<file path="config.mk">
export PLATFORM = sky130hd
export DESIGN_NAME = ycbcr_target_locator
export DESIGN_NICKNAME = d
export VERILOG_FILES = /design/src/rtl/ycbcr_target_locator.sv
export SDC_FILE = /design/constraint.sdc
export NUM_CORES = 1
export LEC_CHECK = 0
export ABC_AREA = 1
export BUFFER_PORTS_ARGS = -buffer_cell sky130_fd_sc_hd__buf_4
export CAP_MARGIN = 5
export CORE_ASPECT_RATIO = 1.75
export CORE_UTILIZATION = 59
export DETAILED_ROUTE_END_ITERATION = 8
export HOLD_SLACK_MARGIN = 0.05
export PLACE_DENSITY_LB_ADDON = 0.12
export SLEW_MARGIN = 20
export SYNTH_ARGS = -nofsm -noshare
export SYNTH_HDL_FRONTEND = slang
export SYNTH_SLANG_ARGS = --single-unit
</file>
<file path="constraint.sdc">
create_clock -name clk -period 6.3 [get_ports clk]
set_input_delay 0.315 -clock clk [delete_from_list [all_inputs] [get_ports clk]]
set_output_delay 0.315 -clock clk [all_outputs]
set_load 0.1 [all_outputs]
</file>
<file path="src/rtl/ycbcr_target_locator.sv">
// Chroma-window target locator: per-pixel mask plus per-frame bounding box, centre and hit count.
// Optional macro TARGET_Y_GATE_EN additionally gates the hit test with a luma window.
module ycbcr_target_locator #(
    parameter int unsigned H_ACTIVE   = 640,
    parameter int unsigned V_ACTIVE   = 480,
    parameter logic [7:0]  CB_MIN     = 8'd77,
    parameter logic [7:0]  CB_MAX     = 8'd127,
    parameter logic [7:0]  CR_MIN     = 8'd133,
    parameter logic [7:0]  CR_MAX     = 8'd173,
    parameter logic [7:0]  Y_MIN      = 8'd40,
    parameter logic [7:0]  Y_MAX      = 8'd235,
    parameter int unsigned MIN_PIXELS = 64
) (
    input  logic        clk,
    input  logic        rst,
    input  logic [7:0]  i_y_8b,
    input  logic [7:0]  i_cb_8b,
    input  logic [7:0]  i_cr_8b,
    input  logic        i_h_sync,
    input  logic        i_v_sync,
    input  logic        i_data_en,
    output logic        o_mask,
    output logic        o_mask_en,
    output logic        o_h_sync,
    output logic        o_v_sync,
    output logic [10:0] o_x_min,
    output logic [10:0] o_x_max,
    output logic [10:0] o_y_min,
    output logic [10:0] o_y_max,
    output logic [10:0] o_x_center,
    output logic [10:0] o_y_center,
    output logic [19:0] o_pix_cnt,
    output logic        o_found,
    output logic        o_result_valid
);

    typedef enum logic [1:0] {StIdle, StActive, StReport} state_e;

    state_e      state_q, state_d;
    logic        in_active, in_report;
    logic        v_sync_d, de_d, h_sync_d, mask_q;
    logic        vs_rise, de_fall;
    logic        luma_ok, hit, counted;
    logic [10:0] x_q, y_q;
    logic [10:0] acc_x_min, acc_x_max, acc_y_min, acc_y_max;
    logic [19:0] acc_cnt;
    logic        acc_found;
    logic [11:0] x_sum, y_sum;

    assign vs_rise = i_v_sync & ~v_sync_d;
    assign de_fall = de_d & ~i_data_en;

`ifdef TARGET_Y_GATE_EN
    assign luma_ok = (i_y_8b >= Y_MIN) && (i_y_8b <= Y_MAX);
`else
    logic unused_luma;
    assign unused_luma = ^{i_y_8b, Y_MIN, Y_MAX};
    assign luma_ok     = 1'b1;
`endif

    assign hit = luma_ok && (i_cb_8b >= CB_MIN) && (i_cb_8b <= CB_MAX)
                 && (i_cr_8b >= CR_MIN) && (i_cr_8b <= CR_MAX);

    // A pixel coinciding with the frame edge belongs to neither frame.
    assign counted = hit && i_data_en && in_active && !vs_rise
                     && (x_q < 11'(H_ACTIVE)) && (y_q < 11'(V_ACTIVE));

    always_ff @(posedge clk or posedge rst) begin
        if (rst) state_q <= StIdle;
        else     state_q <= state_d;
    end

    always_comb begin
        state_d = state_q;
        case (state_q)
            StIdle:   if (vs_rise) state_d = StActive;
            StActive: if (vs_rise) state_d = StReport;
            StReport: state_d = StActive;
            default:  state_d = StIdle;
        endcase
    end

    always_comb begin
        in_active = 1'b0;
        in_report = 1'b0;
        case (state_q)
            StActive: in_active = 1'b1;
            StReport: in_report = 1'b1;
            default:  ;
        endcase
    end

    always_ff @(posedge clk or posedge rst) begin
        if (rst) begin
            v_sync_d <= 1'b0;
            h_sync_d <= 1'b0;
            de_d     <= 1'b0;
            mask_q   <= 1'b0;
        end else begin
            v_sync_d <= i_v_sync;
            h_sync_d <= i_h_sync;
            de_d     <= i_data_en;
            mask_q   <= hit & i_data_en;
        end
    end

    assign o_mask    = mask_q;
    assign o_mask_en = de_d;
    assign o_h_sync  = h_sync_d;
    assign o_v_sync  = v_sync_d;

    always_ff @(posedge clk or posedge rst) begin
        if (rst) begin
            x_q <= '0;
            y_q <= '0;
        end else begin
            if (vs_rise || in_report || de_fall) x_q <= '0;
            else if (i_data_en && (x_q != 11'h7FF)) x_q <= x_q + 11'd1;

            if (vs_rise || in_report) y_q <= '0;
            else if (de_fall && (y_q != 11'h7FF)) y_q <= y_q + 11'd1;
        end
    end

    always_ff @(posedge clk or posedge rst) begin
        if (rst) begin
            acc_x_min <= 11'h7FF;
            acc_x_max <= '0;
            acc_y_min <= 11'h7FF;
            acc_y_max <= '0;
            acc_cnt   <= '0;
        end else if (in_report) begin
            acc_x_min <= 11'h7FF;
            acc_x_max <= '0;
            acc_y_min <= 11'h7FF;
            acc_y_max <= '0;
            acc_cnt   <= '0;
        end else if (counted) begin
            if (x_q < acc_x_min) acc_x_min <= x_q;
            if (x_q > acc_x_max) acc_x_max <= x_q;
            if (y_q < acc_y_min) acc_y_min <= y_q;
            if (y_q > acc_y_max) acc_y_max <= y_q;
            if (acc_cnt != 20'hFFFFF) acc_cnt <= acc_cnt + 20'd1;
        end
    end

    assign acc_found = acc_cnt >= 20'(MIN_PIXELS);
    assign x_sum     = {1'b0, acc_x_min} + {1'b0, acc_x_max};
    assign y_sum     = {1'b0, acc_y_min} + {1'b0, acc_y_max};

    always_ff @(posedge clk or posedge rst) begin
        if (rst) begin
            o_x_min        <= '0;
            o_x_max        <= '0;
            o_y_min        <= '0;
            o_y_max        <= '0;
            o_x_center     <= '0;
            o_y_center     <= '0;
            o_pix_cnt      <= '0;
            o_found        <= 1'b0;
            o_result_valid <= 1'b0;
        end else begin
            o_result_valid <= in_report;
            if (in_report) begin
                o_pix_cnt <= acc_cnt;
                o_found   <= acc_found;
                if (acc_found) begin
                    o_x_min    <= acc_x_min;
                    o_x_max    <= acc_x_max;
                    o_y_min    <= acc_y_min;
                    o_y_max    <= acc_y_max;
                    o_x_center <= 11'(x_sum >> 1);
                    o_y_center <= 11'(y_sum >> 1);
                end else begin
                    o_x_min    <= '0;
                    o_x_max    <= '0;
                    o_y_min    <= '0;
                    o_y_max    <= '0;
                    o_x_center <= '0;
                    o_y_center <= '0;
                end
            end
        end
    end

endmodule

</file>
==> out/metrics.csv, run 1 <==
metric,value,unit
outcome,completed,
grt_max_degree,109,
cts_tree,yes,
p_leak,0.00619,uW
drc,0,
required,6.64,ns
antenna_found_initial,0,
rows,63,
root_buffer,clkbuf_16,
overflow,0,
synthCells,1325,
syn_area_per_cell,7.83,um^2
dp_hpwl,20.8,mm
max_freq,328,MHz
reg2reg_depth,10,
ys_types,42,
cp_max_fo,95,
synth_edf_count,0,
reg2reg_slack,3.25,ns
first_pass_iters,5,
path_cells,"inv_1, nor2_2, buf_4, inv_4, nand2_1, nor2_1, nand2_1, inv_2, nand2_1, o31ai_1",
fin_util,0.698,
r2r_start,state_q[1]$_DFFE_PP0P_,
r2r-end,x_q[4]$_DFFE_PP0P_,
critPathLaunchType,register,
maxCapViolations,0,
finalSetupViolations,0,
synthFlopType,dfrtp_1,
cts_buffer_depth,2,
io_pins,121,
routed_wl,28.3,mm
power_density,258,nW/um^2
vias_per_cell,5.61,
n_antenna_cell,0,
mostFrequentLayoutCell,nand2_1,
grt_pass1_wl,44.7,mm
drv_slew,0,
cp_slowest_cell,inv_4,
placed_cell_area,11300,um^2
critPathArrivalTime,3.38,ns
grt_usage,0.329,
synth.largest_area_cell,dfrtp_1,
maxSlewHeadroom,0.355,
die-area,18100,um^2
cp_slowest_stage_delay,0.67,ns
ctsResizeCount,0,
async_flop_share,1.00,
yosysWarnings,0,
layout_common_cells,"nand2_1 (365), dfrtp_1 (158), inv_1 (155), nand3_1 (121), o21ai_0 (120)",
postSynthNetCount,1422,
wl_per_cell,17.0,um
clock-sinks,180,
min_period,3.05,ns
worstMarginPinSlew,0.968,ns
holdBufCountCts,3,
power,3080,uW
worst-setup-path-type,register to register,
htree_levels,4,
reg_top3,"acc_cnt x20, o_pix_cnt x20",
die_x,102,um
cts_buffers,17,
synth_top_area_share,0.381,
finalInstanceArea,11900,um^2
hold_viol_final,0,
clk_pin_slew_worst_paths,0.06,ns
ant_nets,0,
crit_top_cell,nand2_1,
vdd_drop_max,0.185,mV
synth_area_leaders,"dfrtp_1 (38%), nand2_1 (13%), ha_1 (8.0%), nand3_1 (5.8%), o21ai_0 (5.8%)",
grt_pass1_vias,9129,
io_buffers,112,
ys_ff_latch,180,
worst_clock_skew,0.0117,ns
rsz0062_at_grt,false,
min_period_over_period,0.484,
clk_latency,0.44,ns
syn2layout_area_growth,15.1,%
cp_num_buf_inv,4,
seq_area_frac_synth,0.437,
drt_iter0_drc,497,
nets,1521,
hold_path_class,input port to async pin,
crit_family,simple AND/OR/NAND/NOR gates,
end_kind,register,
coreArea,17100,um^2
fin_tns_setup,0,ns
place.gp.congestion,0.962,
syn_area,10400,um^2
dr_total_vias,9337,
initial_utilization,0.606,
cts_setup_buffers,0,
die_y,177,um
drive_gt1_frac,0.152,
layer usage:
layer / share of wire / track usage / up-vias
li1: - / - / 4519
met1: 0.35 / 0.327 / 4412
met2: 0.54 / 0.600 / 286
met3: 0.032 / 0.0469 / 120
met4: 0.078 / 0.249 / 0
met5: 0 / 0 / -
per-stage QoR:
step	setup WS, ns	instances	hold WS (ns)
after floorplan	1.13	1325	0.346
after global placement	3.37	1629	0.425
after detailed placement	3.32	1629	0.425
after CTS	3.30	1664	0.128
after global routing	2.98	1664	0.181
final	3.25	1664	0.0807
cell type report:
type,count,area (um^2)
Clock buffer,22,485
Clock inverter,10,93.8
Fill cell,1461,5170
Inverter,164,623
Multi-Input combinational cell,942,5020
Sequential cell,180,4530
Tap cell,227,284
Timing Repair Buffer,119,901
where the power goes:
group	internal, uW	switching (uW)
Combinational	199	463
Sequential	1260	102
Clock	593	461
how the worst max path moves through the flow:
stage	startpoint	endpoint	slack [ns]	cells after the start
detailed placement	state_q[1]$_DFFE_PP0P_	x_q[4]$_DFFE_PP0P_	3.32	10
finish	state_q[1]$_DFFE_PP0P_	x_q[4]$_DFFE_PP0P_	3.25	10
global route	state_q[1]$_DFFE_PP0P_	x_q[1]$_DFFE_PP0P_	2.98	9
CTS	state_q[1]$_DFFE_PP0P_	x_q[4]$_DFFE_PP0P_	3.30	10
floorplan	rst	acc_cnt[0]$_DFFE_PP0P_	1.13	1
global placement	state_q[1]$_DFFE_PP0P_	x_q[4]$_DFFE_PP0P_	3.37	10
cell usage after synthesis, types with 2 or more instances:
cell	instances
nand2_2	6
nor3_2	2
nand3_1	121
a21oi_1	38
a22o_1	6
nor2_1	91
xnor2_1	5
nor2_2	3
clkbuf_1	28
a21o_1	4
nand2_1	365
a31oi_1	4
inv_1	156
nand4_1	33
o21ai_2	14
nor2_4	2
dfrtp_1	158
nand3b_1	4
ha_1	66
nor3_1	15
buf_2	2
dfstp_2	22
inv_2	7
nor4b_1	2
buf_6	7
o21ai_1	3
fa_1	2
nand2_4	2
xor2_1	17
o21bai_1	2
or2_2	5
o21ai_0	120
o31ai_1	2
nand4_2	3
cells by family (layout without fill, tap and decap cells):
logic type,after synthesis,count (layout),share of synthesized area
adders and majority gates,68,68,0.0835
AOI/OAI and AO/OA,194,194,0.103
buffers and inverters,203,315,0.0793
DFF,180,180,0.437
xor gates and xnor gates,22,22,0.0186
and+or+nand+nor,658,658,0.278
(Power assumes the default switching activity.)
==> run 2, diff against run 1 <==
- clock period: 6.3 -> 2.81 ns (I/O delays scaled with it)
==> run 2 against run 1 <==
Compared with the run above: worst hold slack better by 0.071 ns; non-clock buffer count rose by 16; critical path depth up 2; clock skew down 0.0037 ns; cell area rose by 1.3%; first-iteration DRC count down 0.80%; count of clock-buffer cells in the layout shrank 2; core utilization is 0.94 points higher; sequential cell count stayed put; routed wire length rose by 2.2%; final cell count grew 0.90%; via count increased by 0.27%; critical path type unchanged.
==> out/metrics.csv, run 2 (synthesis results as in run 1) <==
metric,value,unit,change
outcome,completed,,
routed_wl,28.9,mm,+2.2%
worst_clock_skew,0.00797,ns,-0.00369 ns
die_y,177,um,unchanged
maxSlewHeadroom,0.583,,+0.228
htree_levels,4,,unchanged
grt_pass1_vias,9342,,+2.3%
reg2reg_slack,0.51,ns,-2.74 ns
clk_latency,0.45,ns,about the same
nFillCells,1472,,+0.75%
drive_gt1_frac,0.160,,+0.00876
vdd_drop_max,0.415,mV,+120%
mostFrequentLayoutCell,nand2_1,,
cts_buffer_depth,2,,unchanged
nets,1537,,+1.1%
finalInstanceArea,12100,um^2,+1.3%
wl_per_cell,17.2,um,+1.3%
multi_input_area,5020,um^2,unchanged
setup_slack,0.513,ns,-2.74 ns
finalSetupViolations,0,,unchanged
min_path_cells,4,,
ant_nets,0,,unchanged
die-area,18100,um^2,unchanged
dr_total_vias,9362,,+0.27%
worst-setup-path-type,register to register,,
min_period_over_period,0.818,,+0.334
layout_common_cells,"nand2_1 (365), dfrtp_1 (158), inv_1 (155), buf_4 (129), nand3_1 (121)",,
overflow,0,,unchanged
coreArea,17100,um^2,unchanged
reg_top3,"acc_cnt x20, o_pix_cnt x20",,
worstMarginPinSlew,0.623,ns,-0.345 ns
syn2layout_area_growth,16.6,%,
drc,0,,unchanged
end_kind,register,,
critPathArrivalTime,2.62,ns,-0.76 ns
drv_slew,0,,unchanged
drt_iter0_drc,493,,-0.80%
die_x,102,um,unchanged
crit_family,simple AND/OR/NAND/NOR gates,,
vias_per_cell,5.58,,-0.63%
whs,0.152,ns,+0.0712 ns
grt_max_degree,106,,-2.8%
dp_hpwl,22.0,mm,+5.8%
first_pass_iters,5,,unchanged
path_cells,"ha_1, nand2_1, inv_1, nand2_1, nor2_2, inv_2, nor2_2, nand2_2, nand3_4, nand2_4, nand2_1, o21ai_2",,
crit_top_cell,nand2_1,,
seq_area,4530,um^2,unchanged
cts_buffers,17,,unchanged
r2r-end,acc_cnt[8]$_DFFE_PP0P_,,
worst-path-stages,12,,+2
n_antenna_cell,0,,unchanged
hold_start,i_cr_8b[1],,
pre_cts_ws,0.529,ns,-2.79 ns
clock-sinks,180,,unchanged
required,3.13,ns,-3.51 ns
p_leak,0.00626,uW,+1.2%
root_buffer,clkbuf_16,,
rsz0062_at_grt,false,,
min_period,2.30,ns,-0.752 ns
grt_pass1_wl,45.6,mm,+1.9%
min_to,o_mask$_DFF_PP0_,,
cp_slowest_stage_delay,0.46,ns,-0.21 ns
cp_max_fo,31,,-67%
r2r_start,acc_cnt[0]$_DFFE_PP0P_,,
io_pins,121,,unchanged
hold_viol_final,0,,unchanged
power_density,581,nW/um^2,+130%
max_freq,435,MHz,+33%
fin_tns_setup,0,ns,unchanged
cp_slowest_cell,dfrtp_1,,
place.gp.congestion,0.940,,-2.3%
power,7030,uW,+130%
initial_utilization,0.606,,unchanged
maxCapViolations,0,,unchanged
reg2reg_depth,12,,+2
clk_pin_slew_worst_paths,0.06,ns,about the same
critPathLaunchType,register,,
cts_tree,yes,,
io_buffers,112,,unchanged
cp_num_buf_inv,2,,-2
hold_path_class,input port to register,,
placed_cell_area,11500,um^2,+1.2%
grt_usage,0.337,,+0.00801
antenna_found_initial,0,,unchanged
rows,63,,unchanged
run 2: worst max path at each step:
| stage | end | slack, ns | from |
|---|---|---|---|
| floorplan | acc_cnt[0]$_DFFE_PP0P_ | 0.38 | rst |
| global placement | acc_cnt[13]$_DFFE_PP0P_ | 0.60 | acc_cnt[0]$_DFFE_PP0P_ |
| CTS | acc_cnt[8]$_DFFE_PP0P_ | 0.51 | acc_cnt[0]$_DFFE_PP0P_ |
| finish | acc_cnt[8]$_DFFE_PP0P_ | 0.51 | acc_cnt[0]$_DFFE_PP0P_ |
| global route | acc_cnt[8]$_DFFE_PP0P_ | 0.33 | acc_cnt[0]$_DFFE_PP0P_ |
| detailed placement | acc_cnt[9]$_DFFE_PP0P_ | 0.53 | acc_cnt[0]$_DFFE_PP0P_ |
run 2: area by class of cell:
class | count | area share
inverters | 164 | 0.0514
well taps | 227 | 0.0235
repair buffers | 135 | 0.0867
clock inverters | 11 | 0.0104
multi-input cells | 942 | 0.415
flip-flops and latches | 180 | 0.375
clock buffers | 20 | 0.0386
run 2: worst register-to-register path, delay by kind of cell (launching register included):
family	cells	cell delay, ns
adders and majority gates	1	0.26
AOI/OAI and AO/OA	1	0.07
buffers and inverters	2	0.15
and+or+nand+nor	8	1.24
DFF	1	0.46
run 2: timing repair:
| action | in CTS | in global routing |
|---|---|---|
| hold buffers | 4 | 0 |
| hold endpoints to repair | 163 | 0 |
| buffers inserted | 0 | 0 |
| setup endpoints to repair | 0 | 0 |
| resized for setup | 0 | 0 |
run 2: layer usage:
layer	part of all wire	global-route usage	routed length (um)	vias to the layer above
li1	-	-	-	4558
met1	0.35	0.328	10000	4399
met2	0.54	0.620	15600	293
met3	0.038	0.0532	1090	112
met4	0.075	0.253	2160	0
met5	0	0	0	-
run 2: through the flow:
| stage | utilization | std cells |
|---|---|---|
| after detailed placement | 0.670 | 1644 |
| after global placement | 0.670 | 1644 |
| after floorplan | - | 1325 |
| after global routing | 0.707 | 1679 |
| after CTS | 0.707 | 1679 |
| final | 0.707 | 1679 |
run 2: power by group:
group / internal [uW] / leakage, uW / switching (uW)
Clock: 1380 / 0.000283 / 1040
Sequential: 2830 / 0.00241 / 235
Combinational: 480 / 0.00356 / 1060
==> run 3, diff against run 2 <==
- clock period: 2.81 -> 2.26 ns (I/O delays scaled with it)
==> run 3 against run 2 <==
Compared with the run above: worst hold slack lost 0.020 ns; total power increased by 25%; cell area rose by 1.8%; global-route usage rose by 0.60 points; register-to-register slack lost 0.35 ns; critical path depth decreased by 3; via count rose by 1.3%; clock power up 23%; final cell count is 1.3% higher; critical path type unchanged; largest power group unchanged.
==> out/metrics.csv, run 3 (synthesis results as in run 1) <==
metric,value,unit,change
dr_total_vias,9480,,+1.3%
p_leak,0.00639,uW,+2.1%
layout_common_cells,"nand2_1 (363), dfrtp_1 (157), inv_1 (155), buf_4 (145), nand3_1 (121)",,
die_x,102,um,unchanged
crit_family,simple AND/OR/NAND/NOR gates,,
first_pass_iters,6,,+1
outcome,completed,,
cp_slowest_stage_delay,0.54,ns,+0.08 ns
worst_clock_skew,0.0126,ns,+0.00467 ns
drive_gt1_frac,0.174,,+0.0139
rows,63,,unchanged
power_density,712,nW/um^2,+23%
path_cells,"inv_1, ha_1, a21o_1, nor2_1, nand2_1, nor2_1, nand4_2, nand3_1, nand2_1",,
io_pins,121,,unchanged
place.gp.congestion,0.940,,about the same
cp_num_buf_inv,1,,-1
grt_usage,0.343,,+0.00601
grt_max_degree,178,,+68%
initial_utilization,0.606,,unchanged
worst-setup-path-type,register to register,,
grt_pass1_wl,46.4,mm,+1.7%
worstMarginPinSlew,0.782,ns,+0.160 ns
ant_nets,0,,unchanged
coreArea,17100,um^2,unchanged
critPathLaunchType,register,,
cp_max_fo,10,,-68%
clk_pin_slew_worst_paths,0.07,ns,about the same
reg2reg_slack,0.16,ns,-0.35 ns
clock-sinks,180,,unchanged
nFillCells,1464,,-0.54%
finalInstanceArea,12300,um^2,+1.8%
reg_top3,"acc_cnt x20, o_pix_cnt x20",,
finalSetupViolations,0,,unchanged
vias_per_cell,5.57,,about the same
htree_levels,4,,unchanged
routed_wl,29.1,mm,+0.81%
placed_cell_area,11700,um^2,+1.9%
end_kind,register,,
min_period_over_period,0.927,,+0.110
die-area,18100,um^2,unchanged
layout.cells.non_filler,1701,,+1.3%
hold_path_class,input port to register,,
clk_latency,0.44,ns,about the same
mostFrequentLayoutCell,nand2_1,,
drv_slew,0,,unchanged
antenna_found_initial,0,,unchanged
drc,0,,unchanged
overflow,0,,unchanged
die_y,177,um,unchanged
n_antenna_cell,0,,unchanged
multi_input_area,5020,um^2,about the same
min_period,2.10,ns,-0.202 ns
grt_pass1_vias,9449,,+1.1%
vdd_drop_max,0.515,mV,+24%
wl_per_cell,17.1,um,-0.50%
rsz0062_at_grt,false,,
max_freq,477,MHz,+9.6%
seq_area,4530,um^2,about the same
cts_buffer_depth,2,,unchanged
critPathArrivalTime,2.47,ns,-0.15 ns
nets,1558,,+1.4%
maxSlewHeadroom,0.477,,-0.106
cts_tree,yes,,
dp_cells,1665,,+1.3%
cts_buffers,17,,unchanged
maxCapViolations,0,,unchanged
hold_viol_final,0,,unchanged
drt_iter0_drc,439,,-11%
fin_util,0.720,,+0.0128
root_buffer,clkbuf_16,,
dp_hpwl,22.2,mm,+0.94%
syn2layout_area_growth,18.7,%,
required,2.63,ns,-0.50 ns
io_buffers,112,,unchanged
cp_slowest_cell,dfstp_2,,
-- run 3: what timing repair did --
item                                    in CTS  in global routing
endpoints found under the setup margin       0                 21
gates resized for setup                      0                  3
setup buffers                                0                  0
hold buffers                                 4                  0
endpoints found under the hold margin       27                  0
-- run 3: final cells by class --
class                      count  area share
clock inverter                11      0.0102
inverter                     164      0.0505
sequential                   180       0.368
tap                          227      0.0231
multi-input combinational    942       0.408
clock buffer                  21      0.0374
timing repair buffer         156       0.103
-- run 3: worst register-to-register path: cells and delay by family, from the launching register on --
family	cells	cell delay, ns
AND/OR/NAND/NOR	6	0.89
buffers and inverters	1	0.10
adder cells (fa/ha/maj)	1	0.31
flip-flops	1	0.54
AO/OA/AOI/OAI	1	0.17
-- run 3: stage by stage --
stage / TNS [ns] / total power [uW] / hold slack [ns] / setup slack [ns]
6_report: 0 / 8760 / 0.132 / 0.165
2_1_floorplan: -22.69 / 5140 / 0.144 / -0.144
3_5_place_dp: 0 / 5820 / 0.224 / 0.171
5_1_grt: 0 / 9180 / 0.144 / 0.00280
4_1_cts: 0 / 8770 / 0.136 / 0.145
3_3_place_gp: 0 / 5760 / 0.223 / 0.260
-- run 3: layer usage --
metal / share of wire / global-route usage
met1: 0.34 / 0.329
met2: 0.53 / 0.624
met3: 0.040 / 0.0595
met4: 0.085 / 0.276
met5: 0 / 0
-- run 3: final timing paths --
kind                                           start                        end  cells past startpoint
setup reg to reg           acc_x_min[10]$_DFFE_PP1P_   acc_x_min[4]$_DFFE_PP1P_                      9
setup / recovery           acc_x_min[10]$_DFFE_PP1P_   acc_x_min[4]$_DFFE_PP1P_                      9
hold reg to reg            o_y_center[7]$_DFFE_PP0P_  o_y_center[7]$_DFFE_PP0P_                      2
max in group asynchronous                        rst   o_pix_cnt[9]$_DFFE_PP0P_                      4
hold / removal                            i_cr_8b[1]           o_mask$_DFF_PP0_                      4
min in group asynchronous                        rst   o_pix_cnt[4]$_DFFE_PP0P_                      3
-- run 3: where the power goes --
| part | total, uW | switching [uW] | internal [uW] |
|---|---|---|---|
| clock | 2970 | 1280 | 1690 |
| combinational | 2010 | 1350 | 657 |
| sequential | 3780 | 264 | 3520 |
| total | 8760 | 2900 | 5870 |
